## config.mk

```make
export PLATFORM = sky130hd
export DESIGN_NAME = convo_pixel_writer_flat
export DESIGN_NICKNAME = d
export VERILOG_FILES = /design/src/rtl/convo_pixel_writer_if.sv /design/src/rtl/convo_pixel_writer.sv /design/src/flat_wrapper.sv
export SDC_FILE = /design/constraint.sdc
export NUM_CORES = 1
export LEC_CHECK = 0
export ABC_AREA = 1
export CAP_MARGIN = 20
export CORE_MARGIN = 2
export CORE_UTILIZATION = 50
export CTS_BUF_LIST = sky130_fd_sc_hd__clkbuf_8
export CTS_CLUSTER_DIAMETER = 60
export CTS_CLUSTER_SIZE = 25
export DETAILED_ROUTE_END_ITERATION = 8
export PLACE_DENSITY = 0.7
export SLEW_MARGIN = 10
export SYNTH_ARGS = -nofsm -noshare
export SYNTH_HDL_FRONTEND = slang
export SYNTH_SLANG_ARGS = --single-unit
```

## constraint.sdc

```tcl
create_clock -name clk -period 4.2 [get_ports clk]
set_input_delay 0.84 -clock clk [delete_from_list [all_inputs] [get_ports clk]]
set_output_delay 0.84 -clock clk [all_outputs]
set_load 0.05 [all_outputs]
```

## src/rtl/convo_pixel_writer_if.sv

```systemverilog
// convo_pixel_writer_if: accumulator sample stream in, byte write port out
interface convo_pixel_writer_if #(parameter int ACC_W = 32);
    logic [ACC_W-1:0] accum_in;
    logic             accum_valid;
    logic             accum_ready;
    logic [31:0]      wr_addr;
    logic [7:0]       wr_data;
    logic             wr_valid;
    logic             wr_ready;
    modport master (
        input  accum_in, accum_valid, wr_ready,
        output accum_ready, wr_addr, wr_data, wr_valid
    );
    modport slave (
        output accum_in, accum_valid, wr_ready,
        input  accum_ready, wr_addr, wr_data, wr_valid
    );
endinterface

```

## src/rtl/convo_pixel_writer.sv

```systemverilog
// convo_pixel_writer: normalise/saturate accumulator sums and write them as BMP bytes,
// channel-planar, including the 4-byte row padding on the first channel pass.
module convo_pixel_writer #(
    parameter int ACC_W = 32,
    parameter int DIM_W = 16
) (
    input  logic             clk,
    input  logic             reset_n,
    input  logic             start,
    input  logic [31:0]      out_base,
    input  logic [DIM_W-1:0] image_width,
    input  logic [DIM_W-1:0] image_height,
    input  logic [4:0]       shift,
    output logic             busy,
    output logic             done,
    convo_pixel_writer_if.master bus
);
    localparam logic [2:0] IDLE  = 3'd0;
    localparam logic [2:0] RUN   = 3'd1;
    localparam logic [2:0] WRITE = 3'd2;
    localparam logic [2:0] PAD   = 3'd3;
    localparam logic [2:0] DONE  = 3'd4;
    logic [2:0]              state;
    logic [31:0]             base, stride, row_base, col_off, addr_q;
    logic [DIM_W-1:0]        w, h, col, row;
    logic [4:0]              sh;
    logic [1:0]              pad, pad_cnt, chan;
    logic [7:0]              data_q, sat;
    logic signed [ACC_W-1:0] v;
    logic [31:0]             in_w3, in_stride;
    logic                    col_end, row_end, last;
    assign in_w3     = {{(32-DIM_W){1'b0}}, image_width} + {{(31-DIM_W){1'b0}}, image_width, 1'b0};
    assign in_stride = (in_w3 + 32'd3) & ~32'd3;
    assign v         = $signed(bus.accum_in) >>> sh;
    assign sat       = v[ACC_W-1] ? 8'h00 : (|v[ACC_W-2:8]) ? 8'hFF : v[7:0];
    assign col_end   = col == DIM_W'(w - 1'b1);
    assign row_end   = row == DIM_W'(h - 1'b1);
    assign last      = chan == 2'd2 && row_end && col_end;
    always_ff @(posedge clk or negedge reset_n) begin
        if (!reset_n) begin
            state    <= IDLE;
            base     <= '0;
            stride   <= '0;
            row_base <= '0;
            col_off  <= '0;
            addr_q   <= '0;
            data_q   <= '0;
            w        <= '0;
            h        <= '0;
            col      <= '0;
            row      <= '0;
            sh       <= '0;
            pad      <= '0;
            pad_cnt  <= '0;
            chan     <= '0;
        end else begin
            case (state)
                IDLE: if (start) begin
                    base     <= out_base;
                    w        <= image_width;
                    h        <= image_height;
                    sh       <= shift;
                    stride   <= in_stride;
                    pad      <= 2'(in_stride - in_w3);
                    row_base <= out_base;
                    col_off  <= '0;
                    col      <= '0;
                    row      <= '0;
                    chan     <= '0;
                    state    <= (image_width == '0 || image_height == '0) ? DONE : RUN;
                end
                RUN: if (bus.accum_valid) begin
                    addr_q <= row_base + col_off + {30'd0, chan};
                    data_q <= sat;
                    state  <= WRITE;
                end
                WRITE: if (bus.wr_ready) begin
                    // col*3 and row*stride are running sums, so no multiplier is needed
                    if (col_end) begin
                        col     <= '0;
                        col_off <= '0;
                        if (row_end) begin
                            row      <= '0;
                            row_base <= base;
                            chan     <= last ? 2'd0 : chan + 2'd1;
                        end else begin
                            row      <= row + 1'b1;
                            row_base <= row_base + stride;
                        end
                    end else begin
                        col     <= col + 1'b1;
                        col_off <= col_off + 32'd3;
                    end
                    if (chan == 2'd0 && col_end && pad != 2'd0) begin
                        addr_q  <= row_base + col_off + 32'd3;
                        data_q  <= 8'h00;
                        pad_cnt <= '0;
                        state   <= PAD;
                    end else begin
                        state <= last ? DONE : RUN;
                    end
                end
                PAD: if (bus.wr_ready) begin
                    if (pad_cnt == pad - 2'd1) begin
                        state <= RUN;
                    end else begin
                        pad_cnt <= pad_cnt + 2'd1;
                        addr_q  <= addr_q + 32'd1;
                    end
                end
                DONE: state <= IDLE;
                default: state <= IDLE;
            endcase
        end
    end
    assign bus.accum_ready = state == RUN;
    assign bus.wr_valid    = state == WRITE || state == PAD;
    assign bus.wr_addr     = addr_q;
    assign bus.wr_data     = data_q;
    assign busy            = state != IDLE;
    assign done            = state == DONE;
endmodule

```

## src/flat_wrapper.sv

```systemverilog
// flat-port wrapper written by rule: the top's interface ports become plain ports
module convo_pixel_writer_flat 
#(
    parameter int ACC_W = 32,
    parameter int DIM_W = 16
)
  (clk, reset_n, start, out_base, image_width, image_height, shift, busy, done, bus_accum_in, bus_accum_valid, bus_wr_ready, bus_accum_ready, bus_wr_addr, bus_wr_data, bus_wr_valid);
  convo_pixel_writer_if #(.ACC_W(ACC_W)) bus_i ();
  input  logic clk;
  input  logic reset_n;
  input  logic start;
  input  logic [31:0] out_base;
  input  logic [DIM_W-1:0] image_width;
  input  logic [DIM_W-1:0] image_height;
  input  logic [4:0] shift;
  output logic busy;
  output logic done;
  input wire logic [$bits(bus_i.accum_in)-1:0] bus_accum_in;
  input wire logic [$bits(bus_i.accum_valid)-1:0] bus_accum_valid;
  input wire logic [$bits(bus_i.wr_ready)-1:0] bus_wr_ready;
  output wire logic [$bits(bus_i.accum_ready)-1:0] bus_accum_ready;
  output wire logic [$bits(bus_i.wr_addr)-1:0] bus_wr_addr;
  output wire logic [$bits(bus_i.wr_data)-1:0] bus_wr_data;
  output wire logic [$bits(bus_i.wr_valid)-1:0] bus_wr_valid;
  assign bus_i.accum_in = bus_accum_in;
  assign bus_i.accum_valid = bus_accum_valid;
  assign bus_i.wr_ready = bus_wr_ready;
  assign bus_accum_ready = bus_i.accum_ready;
  assign bus_wr_addr = bus_i.wr_addr;
  assign bus_wr_data = bus_i.wr_data;
  assign bus_wr_valid = bus_i.wr_valid;
  convo_pixel_writer #(.ACC_W(ACC_W), .DIM_W(DIM_W)) u_core (.clk(clk), .reset_n(reset_n), .start(start), .out_base(out_base), .image_width(image_width), .image_height(image_height), .shift(shift), .busy(busy), .done(done), .bus(bus_i));
endmodule
```

==> out/results.ini, run 1 <==
[cells_and_area]
final_util = 0.579
antenna-diode-count = 0
layout.cells.most_common_list = sky130_fd_sc_hd__nand2_1, sky130_fd_sc_hd__inv_1, sky130_fd_sc_hd__nor2_1, sky130_fd_sc_hd__o21ai_0, sky130_fd_sc_hd__dfrtp_1
layout_commonest_cell = sky130_fd_sc_hd__nand2_1
layout-drive-gt1-share = 0.0594
syn_to_final_growth_pct = 13.7
finalNetCount = 3367

[critical_path]
wp_data_arrival_ps = 3990
cp_data_required_time_ps = 4750
end_kind = flip-flop
start_kind = flip-flop
worst_path_class_setup = reg2reg
path_max_fanout = 29

[grt]
globalRouteMet3Util = 0.0238
grtUsageMet1 = 0.368
grt_pass1_wl_um = 91400
grt_start_max_net_pins = 97
grt_most_used_layer = met2
global_route.usage.total = 0.266
grt.met2_usage = 0.445
first_global_vias = 18924
antenna_found_initial = 0
globalRouteOverflowTotal = 0

[detailed_routing]
detail_route.wl_per_cell_um = 14.7
detail_route.vias_per_cell = 5.31
detailedRoute.firstPassIterationCount = 6
drtIter0Drc = 1122
postRouteWirelength_um = 54500
drtAntennaViolNets = 0
drcViolationCount = 0
routed-via-count = 19735

[yosys]
synthesis.instances = 3053
cell_area_after_synthesis_um2 = 19800
synth_async_sr_flop_share = 1.00
synth-edff-count = 0
postSynthRegisterBits = 230
synth_nets = 3246
synthesis.yosys.warnings = 0
seq_area_frac_synth = 0.290
synth-main-ff-cell = sky130_fd_sc_hd__dfrtp_1
synthDistinctLibCells = 64
mean_syn_cell_area_um2 = 6.50

[power]
final_total_power_uw = 16000
leakage_uw = 0.0110
ir_drop_mv = 0.416
powerDensity_nw_per_um2 = 710

[die]
core_area_um2 = 38900
placement_rows = 72
die_h_um = 203
io_pins = 150
initial_core_util = 0.510
design.die.area_um2 = 41300
die-width_um = 203

[timing]
unrepaired_setup_endpoints_after_global_routing = no
worst_slew_pin_slew_ps = 838
finalSetupViolCount = 0
timing.setup.tns_ps = 0
fin_worst_hold_slack_ps = 229
final_min_period_over_clock_period = 0.820
fmaxAchievable_ghz = 0.290
period_minus_slack_ps = 3440
timing.max_slew.rel_slack = 0.441
report.final.slew_viol_count = 0
fin_worst_skew_ps = 60.6
hold_viol = 0

[clocking]
clock_tree.root_cell = sky130_fd_sc_hd__clkbuf_8
clkLatencyLatePin_ps = 660
post_cts_resized = 0
htree_levels = 1
tritoncts.num_buffers = 29
numClockSinks = 230
clk_path_buf_depth = 3
cts.hold.buffers_added = 0
cts_tree = built
post-cts-setup-buffer-count = 0
cts.reportedPaths.clkPinSlew_ps = 100

[flow_run]
timing.max_cap.violations = 0

[place]
gp_congestion = 0.975
dp_hpwl_um = 43100
port_buffers = 149

[status]
outcome = finished, final reports clean

[hold_path]
hp-class = in2async

==> cells by family after synthesis <==
logic type	after synthesis	share of synthesized area
DFF	230	0.290
xor gates and xnor gates	148	0.0685
and+or+nand+nor	1631	0.359
buffers and inverters	477	0.0932
AOI/OAI and AO/OA	472	0.129
adders and majority gates	87	0.0564
muxes	8	0.00404
==> power breakdown <==
| group | internal, µW | switching [µW] |
|---|---|---|
| logic | 3490 | 6670 |
| registers | 3020 | 845 |
| clock network | 885 | 1100 |
| total | 7390 | 8610 |
==> synth_stat cells, types with 5 or more instances <==
cell type                  number  area [µm²]
sky130_fd_sc_hd__inv_1        380        1430
sky130_fd_sc_hd__buf_1          7        26.3
sky130_fd_sc_hd__nand3_1      182         911
sky130_fd_sc_hd__o31ai_1        5        37.5
sky130_fd_sc_hd__buf_2         13        65.1
sky130_fd_sc_hd__nor3b_1       12        90.1
sky130_fd_sc_hd__a21boi_1       7        52.6
sky130_fd_sc_hd__nand2_1      893        3350
sky130_fd_sc_hd__or2_2         17         106
sky130_fd_sc_hd__nor3_1        64         320
sky130_fd_sc_hd__nand2_2       21         131
sky130_fd_sc_hd__nand2_4        5        56.3
sky130_fd_sc_hd__and3_1         7        43.8
sky130_fd_sc_hd__nand4_1       60         375
sky130_fd_sc_hd__a21o_1         6        45.0
sky130_fd_sc_hd__clkbuf_1      52         195
sky130_fd_sc_hd__inv_2         12        45.0
sky130_fd_sc_hd__xnor2_1       42         368
sky130_fd_sc_hd__o21ai_1       11        55.1
sky130_fd_sc_hd__dfrtp_1      230        5760
sky130_fd_sc_hd__nand3b_1      13        97.6
sky130_fd_sc_hd__o22ai_1        8        50.1
sky130_fd_sc_hd__o21ai_0      235        1180
sky130_fd_sc_hd__o211ai_1      11        82.6
sky130_fd_sc_hd__and2_1         7        43.8
sky130_fd_sc_hd__nor2_4         7        78.8
sky130_fd_sc_hd__nor2_1       287        1080
sky130_fd_sc_hd__nor2_2        20         125
sky130_fd_sc_hd__o21bai_1       7        52.6
sky130_fd_sc_hd__buf_4          6        45.0
sky130_fd_sc_hd__mux2i_1        8        80.1
sky130_fd_sc_hd__nand3_2       12         120
sky130_fd_sc_hd__a31oi_1       16         100
sky130_fd_sc_hd__ha_1          83        1040
sky130_fd_sc_hd__a21oi_1      145         726
sky130_fd_sc_hd__xor2_1       100         876
sky130_fd_sc_hd__nor4_1        17         106
==> per-stage QoR <==
step	cell area, µm²	cells	setup slack, ps
after floorplan	19800	3053	1140
after global placement	21800	3661	348
after detailed placement	21800	3661	293
after CTS	22600	3715	720
after global routing	22600	3715	418
final	22600	3715	758
==> final cells by class <==
| cell class | instances | area, µm² |
|---|---|---|
| fill | 3916 | 16400 |
| multi-input combinational | 2346 | 12200 |
| sequential | 230 | 5760 |
| timing repair buffer | 171 | 1700 |
| inverter | 396 | 1490 |
| tap | 518 | 648 |
| clock buffer | 33 | 454 |
| clock inverter | 21 | 268 |
==> per-layer routing <==
layer	vias to the layer above	wire length, µm
met2	508	24900
met4	0	1300
met3	92	2870
met5	-	0
li1	10089	-
met1	9046	25400
==> worst max-delay path: stages (launching register included) <==
cell and delay [ps]:
sky130_fd_sc_hd__dfrtp_1 430, sky130_fd_sc_hd__inv_1 190, sky130_fd_sc_hd__ha_1 220, sky130_fd_sc_hd__nand2_1 90, sky130_fd_sc_hd__nor2_4 120, sky130_fd_sc_hd__nand2_2 100, sky130_fd_sc_hd__nor2_4 130, sky130_fd_sc_hd__nand3_1 80
sky130_fd_sc_hd__nand2_1 70, sky130_fd_sc_hd__nand2_1 50, sky130_fd_sc_hd__nor2_1 150, sky130_fd_sc_hd__nand3_2 150, sky130_fd_sc_hd__o21ai_2 300, sky130_fd_sc_hd__nand2_2 220, sky130_fd_sc_hd__inv_2 480, sky130_fd_sc_hd__buf_4 360
sky130_fd_sc_hd__nor2_1 70, sky130_fd_sc_hd__a21oi_1 130
==> sequential cells by signal (all words and copies together) (netlist names) <==
register            flops
u_core.sh               5
u_core.col             16
u_core.bus.wr_addr     32
u_core.chan             2
u_core.row_base        32
u_core.row             16
u_core.w               15
u_core.base            32
u_core.stride          17
u_core.pad              2
u_core.h               16
u_core.bus.wr_data      8
u_core.state            3
u_core.col_off         32
u_core.pad_cnt          2
==> final timing paths <==
| check | start | endpoint | slack, ps | cells past startpoint |
|---|---|---|---|---|
| max in group asynchronous | reset_n | u_core.chan[1] | 3080 | 2 |
| min in group clk | u_core.bus.wr_data[6] | u_core.bus.wr_data[6] | 490 | 2 |
| hold / removal | reset_n | u_core.bus.wr_data[5] | 230 | 1 |
| setup reg to reg | u_core.pad[0] | u_core.row_base[2] | 760 | 17 |
| setup / recovery | u_core.pad[0] | u_core.row_base[2] | 760 | 17 |
| hold reg to reg | u_core.bus.wr_data[6] | u_core.bus.wr_data[6] | 490 | 2 |
No activity file was read; power rests on OpenSTA's default activity.
==> run 2, diff against run 1 <==
==> constraint.sdc (replaced) <==
create_clock -name clk -period 3.5 [get_ports clk]
set_input_delay 0.7 -clock clk [delete_from_list [all_inputs] [get_ports clk]]
set_output_delay 0.7 -clock clk [all_outputs]
set_load 0.05 [all_outputs]
==> run 2 against run 1 <==
Net effect:
- sequential power grew 20%
- final area grew 0.17%
- die area is the same
- sequential share of layout area is essentially flat
- clock skew shrank 2.8 ps
- utilization grew 0.096 points
- clock power grew 10%
- sequential cell count is the same
- combinational power grew 21%
- largest cell class unchanged
- clock-buffer cell count shrank 6
==> out/results.ini, run 2 (synthesis results as in run 1) <==
[status]
outcome = finished, final reports clean

[detailed_routing]
drtAntennaViolNets = 0
detail_route.wl_per_cell_um = 15.0
detail_route.vias_per_cell = 5.32
detailedRoute.firstPassIterationCount = 5
drtIter0Drc = 1153
routed-via-count = 19826
postRouteWirelength_um = 55800
drcViolationCount = 0

[critical_path]
cp_data_required_time_ps = 4040
reg2reg_to = u_core.bus.wr_addr[22]
end_kind = flip-flop
library_cell_contributing_the_largest_single_delay_on_the_critical_path = sky130_fd_sc_hd__fa_1
crit_top_cell = sky130_fd_sc_hd__nand2_1
ff2ff_path_depth = 17
wp_data_arrival_ps = 3770
crit_chain = ha_1, fa_1, inv_1, fa_1, nor2_1, nand3_1, nor2_2, nand2_2, nor2_4, nand3_4, nor2_8, nand2_4, nor2_4, xor2_1, nand2_1, nand2_1, nand2_1
crit_path_max_incr_delay_ps = 520
path_max_fanout = 5
r2r_slack_ps = 270
worst_path_class_setup = reg2reg
reg2reg_from = u_core.col_off[0]
critical_path.startpoint = u_core.col_off[0]
start_kind = flip-flop

[cells_and_area]
layout-drive-gt1-share = 0.0627
finalNetCount = 3381
layout.cells.most_common_list = sky130_fd_sc_hd__nand2_1, sky130_fd_sc_hd__inv_1, sky130_fd_sc_hd__nor2_1, sky130_fd_sc_hd__o21ai_0, sky130_fd_sc_hd__dfrtp_1
fill_cells = 3877
total_area_of_multi_input_combinational_cells_um2 = 12200
layout_commonest_cell = sky130_fd_sc_hd__nand2_1
syn_to_final_growth_pct = 13.9
layout.area.seq_um2 = 5760
instances_no_fill = 3728

[timing]
timing.setup.tns_ps = 0
fin_worst_skew_ps = 57.8
report.final.slew_viol_count = 0
hold_viol = 0
final_min_period_over_clock_period = 0.923
period_minus_slack_ps = 3230
finalSetupViolCount = 0
worst_slew_pin_slew_ps = 763
timing.max_slew.rel_slack = 0.492
fmaxAchievable_ghz = 0.309
unrepaired_setup_endpoints_after_global_routing = no

[die]
die_h_um = 203
design.die.area_um2 = 41300
placement_rows = 72
die-width_um = 203
io_pins = 150
core_area_um2 = 38900
initial_core_util = 0.510

[place]
port_buffers = 149
dp_hpwl_um = 43800
gp_congestion = 0.919
place.detailed.instances = 3677

[grt]
globalRouteOverflowTotal = 0
grt_pass1_wl_um = 93600
global_route.usage.total = 0.274
grt_start_max_net_pins = 83
first_global_vias = 18829
antenna_found_initial = 1

[power]
ir_drop_mv = 0.445
leakage_uw = 0.0111
clock_power_share = 0.114
powerDensity_nw_per_um2 = 847
intPower_uw = 8750
p_seq_frac = 0.242
p_switching_uw = 10400
swShare = 0.542
power.share.combinational = 0.644

[clocking]
cts.hold.buffers_added = 0
cts.reportedPaths.clkPinSlew_ps = 110
cts_tree = built
clock_tree.root_cell = sky130_fd_sc_hd__clkbuf_8
htree_levels = 1
clkLatencyLatePin_ps = 650
numClockSinks = 230
clk_path_buf_depth = 3
tritoncts.num_buffers = 27

[hold_path]
hp-class = in2async

[flow_run]
timing.max_cap.violations = 0

run 2: per-layer routing:
metal / track usage / vias to the layer above / routed length, µm
met3: 0.0294 / 82 / 2920
met1: 0.388 / 9109 / 26700
met4: 0.0803 / 0 / 1480
met5: 0 / - / 0
li1: - / 10145 / -
met2: 0.443 / 490 / 24700
run 2: layout make-up:
type | count | share of cell area
Inverter | 396 | 0.0659
Antenna cell | 2 | 0.000222
Multi-Input combinational cell | 2346 | 0.542
Clock inverter | 22 | 0.0115
Tap cell | 518 | 0.0287
Sequential cell | 230 | 0.255
Timing Repair Buffer | 187 | 0.0805
Clock buffer | 27 | 0.0165
run 2: worst max path at each step:
| stage | endpoint | cells after the start |
|---|---|---|
| finish | u_core.bus.wr_addr[22] | 17 |
| global route | u_core.bus.wr_addr[0] | 18 |
| CTS | u_core.bus.wr_addr[30] | 17 |
| detailed placement | u_core.stride[17] | 15 |
| global placement | u_core.stride[15] | 16 |
| floorplan | u_core.bus.wr_addr[22] | 17 |
run 2: worst max-delay path: cells and delay by family, from the launching register on:
| kind | cells | cell delay, ps |
|---|---|---|
| and+or+nand+nor | 12 | 1330 |
| DFF | 1 | 410 |
| buffers and inverters | 1 | 60 |
| adders and majority gates | 3 | 1200 |
| xor gates and xnor gates | 1 | 150 |
run 2: timing repair:
item	CTS	global route
endpoints found under the setup margin	0	4
setup buffers	0	0
resized for setup	0	2
hold endpoints to repair	0	0
run 2: power groups by stage:
stage / Combinational [µW] / Sequential (µW) / Clock, µW
floorplan: 8580 / 5060 / 0
global placement: 12000 / 4630 / 0
detailed placement: 12200 / 4670 / 0
CTS: 12300 / 4610 / 2250
global route: 13900 / 4760 / 2350
finish: 12300 / 4630 / 2190
run 2: metrics by stage:
| step | util | setup WS [ps] | power (µW) | cell area, µm² | hold WS [ps] |
|---|---|---|---|---|---|
| 2_1_floorplan | - | 437 | 13600 | 19800 | 404 |
| 3_3_place_gp | 0.564 | 154 | 16700 | 21900 | 465 |
| 3_5_place_dp | 0.564 | 26.9 | 16900 | 21900 | 468 |
| 4_1_cts | 0.580 | 194 | 19100 | 22600 | 88.7 |
| 5_1_grt | 0.580 | 13.0 | 21000 | 22600 | 96.5 |
| 6_report | 0.580 | 268 | 19100 | 22600 | 100 |
==> run 3, diff against run 2 <==
--- a/config.mk
+++ b/config.mk
@@ -7,6 +7,7 @@
 export LEC_CHECK = 0
 export ABC_AREA = 1
 export CAP_MARGIN = 20
+export CORE_ASPECT_RATIO = 1.2
 export CORE_MARGIN = 2
 export CORE_UTILIZATION = 50
 export CTS_BUF_LIST = sky130_fd_sc_hd__clkbuf_8
@@ -14,6 +15,7 @@
 export CTS_CLUSTER_SIZE = 25
 export DETAILED_ROUTE_END_ITERATION = 8
 export PLACE_DENSITY = 0.7
+export RECOVER_POWER = 100
 export SLEW_MARGIN = 10
 export SYNTH_ARGS = -nofsm -noshare
 export SYNTH_HDL_FRONTEND = slang
==> run 3 against run 2 <==
Net effect:
- the run now ends with max-capacitance violations, max-slew violations left
- fmax fell by 1.9%
- clock skew fell by 20 ps
- first-iteration DRC count fell by 11%
- utilization fell by 0.46 points
- combinational power hardly changed
- critical path type unchanged
- largest power group unchanged
==> out/results.ini, run 3 (synthesis results as in run 1) <==
[critical_path]
critical_path.startpoint = u_core.col_off[0]
critPathTopFamily = simple AND/OR/NAND/NOR gates
wp_data_arrival_ps = 3810
cp_data_required_time_ps = 4010
reg2reg_from = u_core.col_off[0]
worst_path_class_setup = reg2reg
critical_path_buf_inv_count = 1
crit_path_max_incr_delay_ps = 520
library_cell_contributing_the_largest_single_delay_on_the_critical_path = sky130_fd_sc_hd__fa_1
crit_chain = ha_1, fa_1, inv_1, fa_1, nor2_1, nand3_1, nor2_2, nand2_2, nor2_4, nand3_4, nor2_8, nand2_4, nor2_2, nand2_1, nand2_1, nand3_1, a21boi_1
path_max_fanout = 5
start_kind = flip-flop
end_kind = flip-flop

[die]
die-width_um = 186
initial_core_util = 0.509
die_h_um = 222
io_pins = 150
placement_rows = 79
design.die.area_um2 = 41300
core_area_um2 = 38900

[power]
intPower_uw = 8510
ir_drop_mv = 0.622
p_switching_uw = 10300
p_seq_frac = 0.242
power.share.combinational = 0.654
final_total_power_uw = 18800
powerDensity_nw_per_um2 = 840
clock_power_share = 0.104
swShare = 0.548
leakage_uw = 0.0110

[timing]
period_minus_slack_ps = 3290
final_min_period_over_clock_period = 0.941
unrepaired_setup_endpoints_after_global_routing = yes
fin_worst_skew_ps = 38.1
report.final.slew_viol_count = 78
post-route-worst-setup-slack_ps = 206
timing.max_slew.rel_slack = -0.325
finalSetupViolCount = 0
hold_viol = 0
worst_slew_pin_slew_ps = 1990
fmaxAchievable_ghz = 0.304

[cells_and_area]
finalInstanceArea_um2 = 22400
layout_commonest_cell = sky130_fd_sc_hd__nand2_1
total_area_of_multi_input_combinational_cells_um2 = 12200
instances_no_fill = 3728
finalNetCount = 3379
layout.area.seq_um2 = 5760
syn_to_final_growth_pct = 13.1
layout.cells.most_common_list = sky130_fd_sc_hd__nand2_1, sky130_fd_sc_hd__inv_1, sky130_fd_sc_hd__nor2_1, sky130_fd_sc_hd__o21ai_0, sky130_fd_sc_hd__dfrtp_1
fill_cells = 3978
antenna-diode-count = 0
layout-drive-gt1-share = 0.0590

[clocking]
cts.reportedPaths.clkPinSlew_ps = 120
clock_tree.root_cell = sky130_fd_sc_hd__clkbuf_8
numClockSinks = 230
htree_levels = 1
cts.hold.buffers_added = 0
tritoncts.num_buffers = 23
clkLatencyLatePin_ps = 610
clk_path_buf_depth = 3
cts_tree = built

[grt]
grt_most_used_layer = met2
antenna_found_initial = 0
grtUsageMet1 = 0.331
first_global_vias = 19038
grt_start_max_net_pins = 79
grt_pass1_wl_um = 91400
grt.met2_usage = 0.477
globalRouteMet3Util = 0.0344
globalRouteOverflowTotal = 0
global_route.usage.total = 0.269

[detailed_routing]
drcViolationCount = 0
drtIter0Drc = 1022
detailedRoute.firstPassIterationCount = 5
drtAntennaViolNets = 0
postRouteWirelength_um = 55200
detail_route.wl_per_cell_um = 14.8
detail_route.vias_per_cell = 5.31
routed-via-count = 19803

[place]
place.detailed.instances = 3686
port_buffers = 149
place_worst_setup_slack_ps = 73.3
dp_hpwl_um = 44500
placed_cell_area_um2 = 22000
gp_congestion = 0.932

[status]
violations_in_the_final_reports = max-capacitance violations, max-slew violations
outcome = complete, but fails checks

[flow_run]
timing.max_cap.violations = 1

[hold_path]
min-delay-start = u_core.bus.wr_data[4]
hp-class = reg2reg

==> run 3: what timing repair did <==
item                                    CTS  global route
gates resized for setup                   0             2
endpoints found under the setup margin    0             5
buffers inserted                          0             1
==> run 3: through the flow <==
stage | utilization | hold slack, ps | setup TNS (ps)
finish | 0.576 | 481 | 0
global route | 0.576 | 499 | -10.3
CTS | 0.577 | 46.9 | 0
detailed placement | 0.564 | 467 | 0
global placement | 0.564 | 464 | 0
floorplan | - | 404 | 0
==> run 3: routing by layer <==
layer,up-vias,share of wire,wire [µm]
met5,-,0,0
met4,0,0.032,1780
met3,104,0.042,2340
met2,380,0.50,27600
met1,9185,0.43,23500
li1,10134,-,-
==> run 3: worst paths after layout <==
kind / slack [ps] / cells past startpoint / endpoint
worst max-delay path: 210 / 17 / u_core.bus.wr_addr[30]
worst min-delay path: 480 / 2 / u_core.bus.wr_data[4]
worst max register to register: 210 / 17 / u_core.bus.wr_addr[30]
worst min register to register: 480 / 2 / u_core.bus.wr_data[4]
max in group asynchronous: 570 / 2 / u_core.row[13]
min in group asynchronous: 600 / 1 / u_core.bus.wr_addr[11]
==> run 3: final cells by class <==
cell class / instances / area share
multi-input cells: 2346 / 0.545
clock buffers: 24 / 0.0147
well taps: 526 / 0.0293
repair buffers: 189 / 0.0791
inverters: 396 / 0.0663
flip-flops and latches: 230 / 0.257
clock inverters: 17 / 0.00865
==> run 3: tightest hold or removal path, stage by stage (launching register included) <==
cell and delay, ps:
sky130_fd_sc_hd__dfrtp_1 350, sky130_fd_sc_hd__nand2_1 50, sky130_fd_sc_hd__nand2_1 50
==> run 3: power groups by stage <==
stage	Clock (µW)	Combinational, µW	Sequential (µW)
finish	1960	12300	4550
floorplan	0	8580	5060
global placement	0	12200	4580
global route	2140	13900	4670
detailed placement	0	12400	4610
CTS	2020	12500	4560
